--- src/rtl/seg_seq_pkg.sv ---
// Shared types and segment encodings for the countdown/live segment sequencer.
// Bit order of every mask: bit0=a ... bit6=g, bit7=dp.
package seg_seq_pkg;

    typedef enum logic [1:0] {
        COUNTDOWN = 2'd0,
        BLINK     = 2'd1,
        LIVE      = 2'd2
    } seq_state_t;

    localparam logic [7:0] SEG_DIGIT_0 = 8'h3F;
    localparam logic [7:0] SEG_DIGIT_1 = 8'h06;
    localparam logic [7:0] SEG_DIGIT_2 = 8'h5B;
    localparam logic [7:0] SEG_DIGIT_3 = 8'h4F;
    localparam logic [7:0] SEG_DIGIT_4 = 8'h66;
    localparam logic [7:0] SEG_DIGIT_5 = 8'h6D;
    localparam logic [7:0] SEG_DIGIT_6 = 8'h7D;
    localparam logic [7:0] SEG_DIGIT_7 = 8'h07;
    localparam logic [7:0] SEG_DIGIT_8 = 8'h7F;
    localparam logic [7:0] SEG_DIGIT_9 = 8'h67;
    localparam logic [7:0] SEG_DP      = 8'h80;
    localparam logic [7:0] SEG_BLANK   = 8'h00;

    // Steps 0..9 count 9 down to 0, then dp/blank alternate for the tail.
    function automatic logic [7:0] countdown_seg(input logic [3:0] idx);
        logic [7:0] mask;
        case (idx)
            4'd0:    mask = SEG_DIGIT_9;
            4'd1:    mask = SEG_DIGIT_8;
            4'd2:    mask = SEG_DIGIT_7;
            4'd3:    mask = SEG_DIGIT_6;
            4'd4:    mask = SEG_DIGIT_5;
            4'd5:    mask = SEG_DIGIT_4;
            4'd6:    mask = SEG_DIGIT_3;
            4'd7:    mask = SEG_DIGIT_2;
            4'd8:    mask = SEG_DIGIT_1;
            4'd9:    mask = SEG_DIGIT_0;
            4'd10,
            4'd12,
            4'd14:   mask = SEG_DP;
            default: mask = SEG_BLANK;
        endcase
        return mask;
    endfunction

endpackage

--- src/rtl/seg_sequencer_if.sv ---
// Frame strobe, switch inputs and renderer-facing outputs of the segment sequencer.
interface seg_sequencer_if;
    logic       frame_tick;
    logic [7:0] sw_in;
    logic [7:0] seg;
    logic       show;
    logic [6:0] anim_phase;
    logic [3:0] step;

    modport master (
        output frame_tick, sw_in,
        input  seg, show, anim_phase, step
    );

    modport slave (
        input  frame_tick, sw_in,
        output seg, show, anim_phase, step
    );
endinterface

--- src/rtl/seg_sequencer_debounce.sv ---
// frame_debounce: switch synchronizer plus a stability counter that only advances
// on frame ticks, so a value is accepted after DEBOUNCE_FRAMES identical frame samples.
module frame_debounce #(
    parameter int SYNC_STAGES     = 2,
    parameter int DEBOUNCE_FRAMES = 4
) (
    input  logic       clk,
    input  logic       rst_n,
    input  logic       frame_tick,
    input  logic [7:0] din,
    output logic [7:0] dout
);

    localparam logic [3:0] STAB_DONE = 4'(DEBOUNCE_FRAMES - 1);

    logic [7:0] sync_q [SYNC_STAGES];
    logic [7:0] sw_s;
    logic [7:0] samp;
    logic [3:0] stab;
    logic [3:0] stab_next;

    always_ff @(posedge clk) begin
        if (!rst_n) begin
            for (int i = 0; i < SYNC_STAGES; i++) sync_q[i] <= 8'h00;
        end else begin
            sync_q[0] <= din;
            for (int i = 1; i < SYNC_STAGES; i++) sync_q[i] <= sync_q[i-1];
        end
    end

    assign sw_s = sync_q[SYNC_STAGES-1];

    // New sample matching the previous one extends the run; the run saturates at 15.
    always_comb begin
        stab_next = 4'd0;
        if (sw_s == samp) begin
            stab_next = (stab == 4'hF) ? stab : stab + 4'd1;
        end
    end

    always_ff @(posedge clk) begin
        if (!rst_n) begin
            samp <= 8'h00;
            stab <= 4'd0;
            dout <= 8'h00;
        end else if (frame_tick) begin
            samp <= sw_s;
            stab <= stab_next;
            if (stab_next >= STAB_DONE) dout <= sw_s;
        end
    end

endmodule

--- src/rtl/seg_sequencer.sv ---
// seg_sequencer: frame-paced countdown animation that hands over to live switch display.
// Build option SEG_SEQ_LOOP_EN: countdown loops forever instead of ending in a dp blink.
//
//  state     | meaning
//  ----------+-----------------------------------------------------------
//  COUNTDOWN | seg follows the 16-step countdown table indexed by step
//  BLINK     | countdown finished; dp toggles every FRAMES_PER_STEP frames
//  LIVE      | seg mirrors debounced switches; held until reset
module seg_sequencer
    import seg_seq_pkg::*;
#(
    parameter int SYNC_STAGES     = 2,
    parameter int DEBOUNCE_FRAMES = 4,
    parameter int FRAMES_PER_STEP = 64
) (
    input  logic            clk,
    input  logic            rst_n,
    seg_sequencer_if.slave  bus
);

    localparam int STEP_LSB = $clog2(FRAMES_PER_STEP);
    // Widen past 10 bits only when a large step size would push the step field off the top.
    localparam int FCNT_W   = (STEP_LSB + 4 > 10) ? STEP_LSB + 4 : 10;

    logic [FCNT_W-1:0] fcnt;
    logic [FCNT_W-1:0] fcnt_next;
    logic [3:0]        step_next;
    logic [7:0]        sw_db;
    logic [7:0]        seg_q;
    logic              show_q;
    seq_state_t        state;

    frame_debounce #(
        .SYNC_STAGES     (SYNC_STAGES),
        .DEBOUNCE_FRAMES (DEBOUNCE_FRAMES)
    ) u_debounce (
        .clk        (clk),
        .rst_n      (rst_n),
        .frame_tick (bus.frame_tick),
        .din        (bus.sw_in),
        .dout       (sw_db)
    );

    assign fcnt_next = fcnt + FCNT_W'(1);
    assign step_next = fcnt_next[STEP_LSB+3:STEP_LSB];

`ifdef SEG_SEQ_LOOP_EN
`else
    logic step_last;
    assign step_last = (fcnt[STEP_LSB+3:STEP_LSB] == 4'hF) && (&fcnt[STEP_LSB-1:0]);
`endif

    // sw_db here is the value from before this tick, so live entry lags the debouncer by one tick.
    always_ff @(posedge clk) begin
        if (!rst_n) begin
            state  <= COUNTDOWN;
            fcnt   <= '0;
            seg_q  <= SEG_DIGIT_9;
            show_q <= 1'b0;
        end else if (bus.frame_tick) begin
            fcnt <= fcnt_next;
            if (sw_db != 8'h00) begin
                state  <= LIVE;
                show_q <= 1'b1;
                seg_q  <= sw_db;
            end else begin
                case (state)
                    COUNTDOWN: begin
`ifdef SEG_SEQ_LOOP_EN
                        seg_q <= countdown_seg(step_next);
`else
                        if (step_last) begin
                            state <= BLINK;
                            seg_q <= fcnt_next[STEP_LSB] ? SEG_BLANK : SEG_DP;
                        end else begin
                            seg_q <= countdown_seg(step_next);
                        end
`endif
                    end
`ifdef SEG_SEQ_LOOP_EN
`else
                    BLINK: begin
                        seg_q <= fcnt_next[STEP_LSB] ? SEG_BLANK : SEG_DP;
                    end
`endif
                    LIVE: begin
                        seg_q <= sw_db;
                    end
                    default: begin
                        state <= COUNTDOWN;
                        seg_q <= countdown_seg(step_next);
                    end
                endcase
            end
        end
    end

    assign bus.seg        = seg_q;
    assign bus.show       = show_q;
    assign bus.anim_phase = fcnt[6:0];
    assign bus.step       = fcnt[STEP_LSB+3:STEP_LSB];

endmodule

--- src/flat_wrapper.sv ---
// flat-port wrapper written by rule: the top's interface ports become plain ports
module seg_sequencer_flat import seg_seq_pkg::*;
#(
    parameter int SYNC_STAGES     = 2,
    parameter int DEBOUNCE_FRAMES = 4,
    parameter int FRAMES_PER_STEP = 64
)
  (clk, rst_n, bus_frame_tick, bus_sw_in, bus_seg, bus_show, bus_anim_phase, bus_step);
  seg_sequencer_if bus_i ();
  input  logic clk;
  input  logic rst_n;
  input wire logic [$bits(bus_i.frame_tick)-1:0] bus_frame_tick;
  input wire logic [$bits(bus_i.sw_in)-1:0] bus_sw_in;
  output wire logic [$bits(bus_i.seg)-1:0] bus_seg;
  output wire logic [$bits(bus_i.show)-1:0] bus_show;
  output wire logic [$bits(bus_i.anim_phase)-1:0] bus_anim_phase;
  output wire logic [$bits(bus_i.step)-1:0] bus_step;
  assign bus_i.frame_tick = bus_frame_tick;
  assign bus_i.sw_in = bus_sw_in;
  assign bus_seg = bus_i.seg;
  assign bus_show = bus_i.show;
  assign bus_anim_phase = bus_i.anim_phase;
  assign bus_step = bus_i.step;
  seg_sequencer #(.SYNC_STAGES(SYNC_STAGES), .DEBOUNCE_FRAMES(DEBOUNCE_FRAMES), .FRAMES_PER_STEP(FRAMES_PER_STEP)) u_core (.clk(clk), .rst_n(rst_n), .bus(bus_i));
endmodule
--- config.mk ---
export PLATFORM = sky130hd
export DESIGN_NAME = seg_sequencer_flat
export DESIGN_NICKNAME = d
export VERILOG_FILES = /design/src/rtl/seg_seq_pkg.sv /design/src/rtl/seg_sequencer_if.sv /design/src/rtl/seg_sequencer_debounce.sv /design/src/rtl/seg_sequencer.sv /design/src/flat_wrapper.sv
export SDC_FILE = /design/constraint.sdc
export NUM_CORES = 1
export LEC_CHECK = 0
export ABC_CLOCK_PERIOD_IN_PS = 5600
export CORE_MARGIN = 2
export CORE_UTILIZATION = 40
export DETAILED_ROUTE_END_ITERATION = 10
export PLACE_DENSITY = 0.7
export SLEW_MARGIN = 40
export SYNTH_ARGS = -nofsm -noshare
export SYNTH_HDL_FRONTEND = slang
export SYNTH_HIERARCHICAL = 1
export SYNTH_SLANG_ARGS = --single-unit
--- constraint.sdc ---
create_clock -name clk -period 5.6 [get_ports clk]
set_clock_uncertainty 0.2 [all_clocks]
set_input_delay 0.56 -clock clk [delete_from_list [all_inputs] [get_ports clk]]
set_output_delay 0.56 -clock clk [all_outputs]
set_load 0.005 [all_outputs]
Word level (Yosys, flattened, before mapping)
Memory sizes are Yosys's and may differ from the RTL's.
Cells that the tools add are included.
{ "totals": {"regBits": 41, "mem_bits_rw": 16, "romBits": 256, "in_bits": 11, "output_inout_bits": 20, "elab_cells": 43, "n_memories": 3} }
{ "classes": {"n_addsub": 2, "order_cmp": 1, "eq_ne": 7, "n_mux": 13, "bitwise_logic": 2, "reduce_logical": 8} }
{ "memory_table": {"columns": ["memory", "depth", "word_bits", "rd", "rd_ports_with_merged_regs", "wr", "line_no", "source"], "rows": [
  ["(no name shown)", 16, 8, 1, 0, 0, "seg_seq_pkg.sv:27", "case (idx)"],
  ["(no name shown)", 16, 8, 1, 0, 0, "seg_seq_pkg.sv:27", null],
  ["u_core.u_debounce.sync_q", 2, 8, 2, 0, 2, "seg_sequencer_debounce.sv:16", "logic [7:0] sync_q [SYNC_STAGES];"]
]} }
{ "ops": {"columns": ["operator", "n"], "rows": [
  ["2-to-1 mux 8 bit", 5],
  ["case mux 8 bit (3 select lines)", 1],
  ["adder 10 x 1 -> 10 bit (second input constant)", 1],
  ["== test 4 bit (second input constant)", 2],
  ["== test 8 bit", 1],
  ["2-to-1 mux 4 bit", 2],
  ["nonzero test 8 bit", 1],
  ["AND reduction 6 bit", 1],
  ["adder 4 x 1 -> 4 bit (second input constant)", 1],
  [">= comparator 4 x 2 -> 1 bit (second input constant)", 1],
  ["2-to-1 mux 2 bit", 2],
  ["case mux 2 bit (2 select lines)", 1],
  ["AND reduction 2 bit", 2],
  ["inequality test 3 x 1 -> 1 bit (second input constant)", 1],
  ["AND reduction 3 bit", 1],
  ["== test 2 x 1 -> 1 bit (second input constant)", 1],
  ["== test 2 bit (second input constant)", 1],
  ["logical NOT 2 bit", 1],
  ["2-to-1 mux 1 bit", 2],
  ["inequality test 2 x 1 -> 1 bit (second input constant)", 1],
  ["OR 1 bit", 2],
  ["OR reduction 2 bit", 1],
  ["logical AND 1 bit", 1]
]} }

Depth between registers and ports, before layout
Gate-level depths: netlist (run 1).
{ "logic_depth": {"word_depth": 5, "depth_mapped": 7, "ltp_nobuf": 6} }

Hierarchy
The synthesis (run 1) kept the hierarchy.
{ "modules_own_cells": {"columns": ["module", "instances", "cells_per_inst", "area_each_um2", "seq_area_each_um2"], "rows": [
  ["seg_sequencer", 1, 195, 1547.7, 420.4],
  ["frame_debounce", 1, 135, 1422.6, 720.7]
]} }

Worst setup path after synthesis (run 1)
No wires, ideal clock.
{ "synth_timing": {"path_kind": "register -> register", "startpoint": "register u_core.fcnt[0]", "endpoint": "register u_core.seg_q[0] (netlist: u_core/bus.seg[0])", "setup_time_ns": 0.134, "t_arrival_ns": 1.774, "t_required_ns": 5.266, "slack_ns": 3.492, "path_stages_with_launch": 8, "path_buffers": 1, "synth_period_minus_slack_ns": 2.108, "cell_sequence": "dfxtp_1 > ha_1 > clkbuf_1 > nor3b_1 > a31oi_1 > o32a_1 > a2111oi_0 > a21oi_1"} }
{ "synth_via": {"elab_chain_cells": 5, "elab_cells_between_ends": 8, "cone_classes": "add/sub: 1; mux: 3; reduce/logical: 2; memory: 2"} }
{ "synth_lines": {"columns": ["item", "line_no", "source"], "rows": [
  ["start: declaration", "seg_sequencer.sv:25", "logic [FCNT_W-1:0] fcnt;"],
  ["start signal: assignment", "seg_sequencer.sv:61", "fcnt <= fcnt_next;"],
  ["adder 10 x 1 -> 10 bit or AND reduction 6 bit (tied branches)", "seg_sequencer.sv:44, seg_sequencer.sv:50", null],
  ["memory (16 x 8 bit) or logical AND 1 bit (tied branches)", null, null],
  ["2-to-1 mux 8 bit", "seg_sequencer.sv:72", "if (step_last) begin"],
  ["case mux 8 bit (3 select lines) (*)", "seg_sequencer.sv:67", "case (state)"],
  ["2-to-1 mux 8 bit (*)", "seg_sequencer.sv:62", "if (sw_db != 8'h00) begin"],
  ["end signal: assignment", "seg_sequencer.sv:65", "seg_q <= sw_db;"],
  ["end signal: assignment", "seg_sequencer.sv:74", "seg_q <= fcnt_next[STEP_LSB] ? SEG_BLANK : SEG_DP;"],
  ["end signal: assignment", "seg_sequencer.sv:76", "seg_q <= countdown_seg(step_next);"],
  ["end: declaration", "seg_sequencer.sv:29", "logic [7:0] seg_q;"]
]} }
Every way passes the cells marked *; elsewhere a longest branch is shown, timed or not.
A chain may end at the register's enable or synchronous reset.

==> out/summary.txt, run 1 <==
clock buffer depth -> 2
cts hold-fix bufs -> 0
actual slew at the worst max-slew pin -> 0.6413 ns
Final Slew Violations -> 0
register area -> 1141 um^2
VDD IR-drop max -> 0.1159 mV
area of the core -> 7214 um^2
cell depth of the worst hold path -> 1
Post-Syn Nets -> 346
Post-CTS Repair Setup Buffers -> 0
Worst EP required -> 5.65 ns
RSZ-0062 raised after global routing -> no
FF-to-FF path depth -> 5
power density cells -> 268.7 nW/um^2
CP max-delay cell -> clkdlybuf4s50_1
register area share after synthesis -> 38.42%
Avg Inst Size Synth -> 9.001 um^2
CTS tree -> built
most area-consuming cells after synthesis -> dfxtp_1 (38%), mux2i_1 (6.7%), and2_1 (5.7%)
Port Buffers -> 30
Tmin final -> 2.604 ns
largest delay contributor family on the critical path -> buffers and inverters
most used flip-flop cell after synthesis -> dfxtp_1
first-pass GRT wire length -> 10.72 mm
CP max FO -> 25
area occupied by multi-input gates -> 1697 um^2
Static Leakage -> 1.337 nW
post-route ant nets -> 0
crit-path max cell delay -> 0.83 ns
Final Setup Violations -> 0
diode count -> 0
clk sink count -> 57
Die H -> 90.18 um
GRT overflow -> 0
initial drt markers -> 122
later-pin clock latency in the skew report -> 0.34 ns
vias in the first global route -> 2272
FMAX -> 384.1 MHz
Fillers -> 711
Cell variety after synth -> 66
number of antenna violations at the first check in global routing -> 0
die area -> 8132 um^2
status -> finished, final reports clean
number of vias per cell -> 5.398
TritonCTS Buffers -> 9
number of synthesized flops with an enable pin -> 0
RePlAce Congestion -> 0.9695
clock root buffer -> clkbuf_8
WS Path Type -> input port to flip-flop
post-cts resize count -> 0
period utilisation layout -> 46.49%
CTS clock-pin slew for the worst setup and hold paths -> 0.06 ns
Crit path arrival time -> 2.65 ns
IO Count -> 31
Synth area leader -> dfxtp_1
fraction of layout cells with a size suffix above 1 -> 9.777%
Layout Area Growth over Synthesis -> 18.70%
count leader, synth -> dfxtp_1
relative slew slack -> 57.19%
Netlist Area Pre-Place -> 2970 um^2
final hold viol count -> 0
Row Count -> 31
DP HPWL -> 4.191 mm
TNS Setup -> 0 ns
max-cap check violation count -> 0
area post-placement -> 3306 um^2
vias -> 2467
Horiz. Die Dim -> 90.18 um
total track usage -> 16.25%
First-pass DRT Iterations -> 5
critical-path cell list -> clkdlybuf4s50_1 > buf_4 > nand2_2 > nor3_4 > a21boi_2 > nor4b_2
Setup crit end kind -> flip-flop
H-tree levels -> 3
WL/cell -> 13.66 um
final net count -> 369
ys async rst share -> 0%
top-area cell type share of the netlist area -> 38.42%
number of synthesized register bits -> 57
fin area -> 3526 um^2
synth cell count leaders -> dfxtp_1 (57), nand2_1 (30), and2_1 (27)
gate count of the mapped netlist -> 330
Levels on crit path -> 6
# DRC -> 0
largest net degree at the start of global routing -> 71
Crit path buffers/inverters -> 2
Startpoint Class -> input port
Hold Crit Class -> flip-flop to flip-flop
Synth warnings -> 6
Initial Utilization -> 41.17%
routed wire length -> 6.241 mm
==> stage by stage <==
step / util (%) / total power [W] / worst slack, ns / hold slack (ns) / cells
after global placement: 45.82 / 0.0005245 / 2.728 / 0.2140 / 441
after floorplan: - / 0.0004983 / 3.492 / 0.2119 / 330
after CTS: 48.87 / 0.0009635 / 3.018 / 0.2323 / 457
after detailed placement: 45.82 / 0.0005276 / 2.639 / 0.2187 / 441
after global routing: 48.87 / 0.0009962 / 2.822 / 0.2522 / 457
final: 48.87 / 0.0009472 / 2.996 / 0.2303 / 457
==> metal layers <==
| layer | global-route usage, % | share of wire (%) | up-vias |
|---|---|---|---|
| met2 | 24.62 | 46 | 80 |
| met4 | 9.744 | 3.1 | 0 |
| li1 | - | - | 1220 |
| met1 | 20.54 | 45 | 1147 |
| met5 | 0 | 0 | - |
| met3 | 4.526 | 5.5 | 20 |
==> final cells by class <==
cell class | count | area share [%]
clock inverters | 5 | 2.236
repair buffers | 32 | 8.801
multi-input cells | 244 | 48.12
well taps | 99 | 3.513
inverters | 9 | 0.9581
clock buffers | 11 | 4.010
flip-flops and latches | 57 | 32.36
==> state kept, by name, indices dropped and copies added (netlist names) <==
name,flops
u_core/fcnt,10
u_core/u_debounce/sync_q,16
u_core/u_debounce/stab,4
u_core/u_debounce/samp,8
u_core/u_debounce/dout,8
u_core/state,2
u_core/bus.show,1
u_core/bus.seg,8
==> worst paths after layout <==
kind | from | slack (ns) | to
max | bus_frame_tick | 3.00 | u_core/u_debounce/stab[2]
min | u_core/u_debounce/sync_q[0][4] | 0.23 | u_core/u_debounce/sync_q[0][12]
max reg2reg | u_core/fcnt[2] | 3.04 | u_core/bus.seg[6]
min reg2reg | u_core/u_debounce/sync_q[0][4] | 0.23 | u_core/u_debounce/sync_q[0][12]
==> power breakdown <==
| group | switching, W | leakage, nW | internal, W | total, W |
|---|---|---|---|---|
| Clock | 0.000167 | 0.113 | 0.000262 | 0.000429 |
| Combinational | 0.0000441 | 0.759 | 0.0000442 | 0.0000882 |
| Sequential | 0.0000106 | 0.464 | 0.000419 | 0.000430 |
==> cell families (layout without fill, tap and decap cells) <==
kind of cell,after synthesis,in the layout,share of synthesized area (%)
adder cells (fa/ha/maj),5,5,2.106
XOR/XNOR,18,18,5.307
AO/OA/AOI/OAI,59,59,14.87
multiplexers,22,22,7.498
AND/OR/NAND/NOR,140,140,27.34
flip-flops,57,57,38.42
buffers and inverters,29,57,4.465
==> cells in the final DEF (no fill, tap or decap), types with 3 or more instances in the layout <==
master,instances
nor2_1,15
ha_1,5
o22ai_1,3
inv_1,9
clkdlybuf4s50_1,29
and2_1,27
nand2b_1,3
nand2_1,30
nor3_1,4
a21oi_1,8
o21ai_0,9
xnor2_1,16
mux2i_1,20
a211o_1,3
dfxtp_1,57
and4_1,3
o21a_1,3
and3b_1,3
clkbuf_8,10
nor2b_1,15
nand3_1,11
or3_1,4
nand4_1,7
a31oi_1,6
Note: power is estimated with default switching activity, not from simulation.
==> inputs of run 2 (changes only) <==
Settings changed: ABC_CLOCK_PERIOD_IN_PS 5600 to 2700.
Clock period 5.6 ns to 2.7 ns, I/O delays scaled along.
==> out/summary.txt, run 2 (synthesis gave the netlist of run 1 again) <==
fraction of layout cells with a size suffix above 1 -> 11.99% (was 9.777%)
commonest non-fill, non-tap cell in the layout -> dfxtp_1 (unchanged)
CTS clock-pin slew for the worst setup and hold paths -> 0.07 ns (was 0.06 ns)
clock root buffer -> clkbuf_8 (unchanged)
# DRC -> 0 (unchanged)
first-pass GRT wire length -> 11.46 mm (was 10.72 mm)
RePlAce Congestion -> 0.9237 (was 0.9695)
cts hold-fix bufs -> 0 (unchanged)
crit-path max cell delay -> 0.46 ns (was 0.83 ns)
actual slew at the worst max-slew pin -> 0.4432 ns (was 0.6413 ns)
CP max-delay cell -> dfxtp_1 (was clkdlybuf4s50_1)
vias -> 2520 (was 2467)
Crit path buffers/inverters -> 0 (was 2)
status -> finished, final reports clean (unchanged)
FMAX -> 449.6 MHz
CTS tree -> built (unchanged)
cell depth of the worst hold path -> 2 (was 1)
Crit path arrival time -> 2.25 ns (was 2.65 ns)
final net count -> 378 (was 369)
post-route ant nets -> 0 (unchanged)
Util after Layout -> 49.48% (was 48.87%)
RSZ-0062 raised after global routing -> no (unchanged)
TritonCTS Buffers -> 9 (unchanged)
power density cells -> 524.2 nW/um^2 (was 268.7 nW/um^2)
IO Count -> 31 (unchanged)
Static Leakage -> 1.365 nW (was 1.337 nW)
largest registers -> u_core/u_debounce/sync_q: 16 flops, u_core/fcnt: 10 flops (unchanged)
clk sink count -> 57 (unchanged)
later-pin clock latency in the skew report -> 0.34 ns (about the same)
period utilisation layout -> 82.37%
largest net degree at the start of global routing -> 32 (was 71)
routed wire length -> 6.776 mm (was 6.241 mm)
Die H -> 90.18 um (unchanged)
Initial Utilization -> 41.17% (unchanged)
Horiz. Die Dim -> 90.18 um (unchanged)
DP HPWL -> 4.936 mm (was 4.191 mm)
vias in the first global route -> 2434 (was 2272)
largest register by flop count -> u_core/u_debounce/sync_q (unchanged)
Fillers -> 698 (was 711)
Worst EP required -> 2.73 ns (was 5.65 ns)
total track usage -> 17.55% (was 16.25%)
hold endpoint -> u_core/bus.show (was u_core/u_debounce/sync_q[0][12])
Final Setup Violations -> 0 (unchanged)
Row Count -> 31 (unchanged)
final hold viol count -> 0 (unchanged)
VDD IR-drop max -> 0.4016 mV (was 0.1159 mV)
initial drt markers -> 116 (was 122)
max-cap check violation count -> 0 (unchanged)
area of the core -> 7214 um^2 (unchanged)
Startpoint Class -> flip-flop (was input port)
WS Path Type -> flip-flop to flip-flop (was input port to flip-flop)
r2r endpoint -> u_core/bus.seg[6] (unchanged)
H-tree levels -> 3 (unchanged)
Tmin final -> 2.224 ns
diode count -> 0 (unchanged)
r2r setup slk -> 0.48 ns (was 3.04 ns)
WL/cell -> 14.54 um (was 13.66 um)
number of antenna violations at the first check in global routing -> 0 (unchanged)
relative slew slack -> 70.36% (was 57.19%)
FF-to-FF path depth -> 6 (was 5)
GRT overflow -> 0 (unchanged)
Hold Startpoint -> rst_n (was u_core/u_debounce/sync_q[0][4])
First-pass DRT Iterations -> 4 (was 5)
Port Buffers -> 30 (unchanged)
critical-path cell list -> ha_1 > nand3_1 > or3_1 > o211a_1 > a311oi_1 > nor2_1 (was clkdlybuf4s50_1 > buf_4 > nand2_2 > nor3_4 > a21boi_2 > nor4b_2)
most frequent cells in the layout -> dfxtp_1 (57), nand2_1 (30), clkdlybuf4s50_1 (29), and2_1 (27), mux2i_1 (20) (unchanged)
largest delay contributor family on the critical path -> compound AO/OA/AOI/OAI gates (was buffers and inverters)
Hold Crit Class -> input port to flip-flop (was flip-flop to flip-flop)
Finished Layout Cells -> 466 (was 457)
clock buffer depth -> 2 (unchanged)
Layout Area Growth over Synthesis -> 20.18% (was 18.70%)
die area -> 8132 um^2 (unchanged)
Setup crit end kind -> flip-flop (unchanged)
max reg flops -> 16 (unchanged)
Reg-to-Reg Start -> u_core/fcnt[0] (was u_core/fcnt[2])
CP max FO -> 8 (was 25)
post-cts resize count -> 0 (unchanged)
TNS Setup -> 0 ns (unchanged)
Final Slew Violations -> 0 (unchanged)
Post-CTS Repair Setup Buffers -> 0 (unchanged)
cell total after placement -> 450 (was 441)
number of vias per cell -> 5.408 (was 5.398)
run 2: cell types whose count changed in the layout (fill, tap and decap cells not counted):
cell	before	now
buf_4	2	11
clkinv_4	1	0
clkinvlp_4	0	2
bufinv_16	2	1
run 2: power breakdown:
part / leakage [nW] / switching, W / internal (W)
Clock: 0.0953 / 0.000343 / 0.000448
Combinational: 0.805 / 0.0000939 / 0.0000948
Sequential: 0.464 / 0.0000228 / 0.000869
Total: 1.36 / 0.000459 / 0.00141
run 2: cell type report:
cell class                      count  area [um^2]  area share (%)
Clock inverter                      5        55.05           1.542
Timing Repair Buffer               41        377.9           10.59
Multi-Input combinational cell    244         1697           47.53
Tap cell                           99        123.9           3.470
Inverter                            9        33.78          0.9464
Sequential cell                    57         1141           31.97
Clock buffer                       11        141.4           3.961
run 2: layer usage:
layer	GRT usage (%)	share of wire, %
met1	19.67	43
met2	29.82	48
met3	5.784	6.1
met4	8.718	2.4
met5	0	0
run 2: worst max path at each step:
stage                     cells past startpoint      startpoint                 to
after floorplan                               7  u_core/fcnt[0]  u_core/bus.seg[0]
after global placement                        5  u_core/fcnt[7]  u_core/bus.seg[6]
after detailed placement                      6  u_core/fcnt[0]  u_core/bus.seg[6]
after CTS                                     6  u_core/fcnt[0]  u_core/bus.seg[6]
after global routing                          6  u_core/fcnt[1]  u_core/bus.seg[0]
final                                         6  u_core/fcnt[0]  u_core/bus.seg[6]
run 2: stage by stage:
| step | hold WS [ns] | power [W] | cell area (um^2) | worst slack, ns |
|---|---|---|---|---|
| after CTS | 0.1510 | 0.001899 | 3570 | 0.4879 |
| after global placement | 0.2142 | 0.001096 | 3373 | 0.5682 |
| after global routing | 0.1782 | 0.001956 | 3570 | 0.1868 |
| after floorplan | 0.1973 | 0.001034 | 2970 | 0.5924 |
| final | 0.1645 | 0.001871 | 3570 | 0.4759 |
| after detailed placement | 0.2209 | 0.001101 | 3373 | 0.4995 |
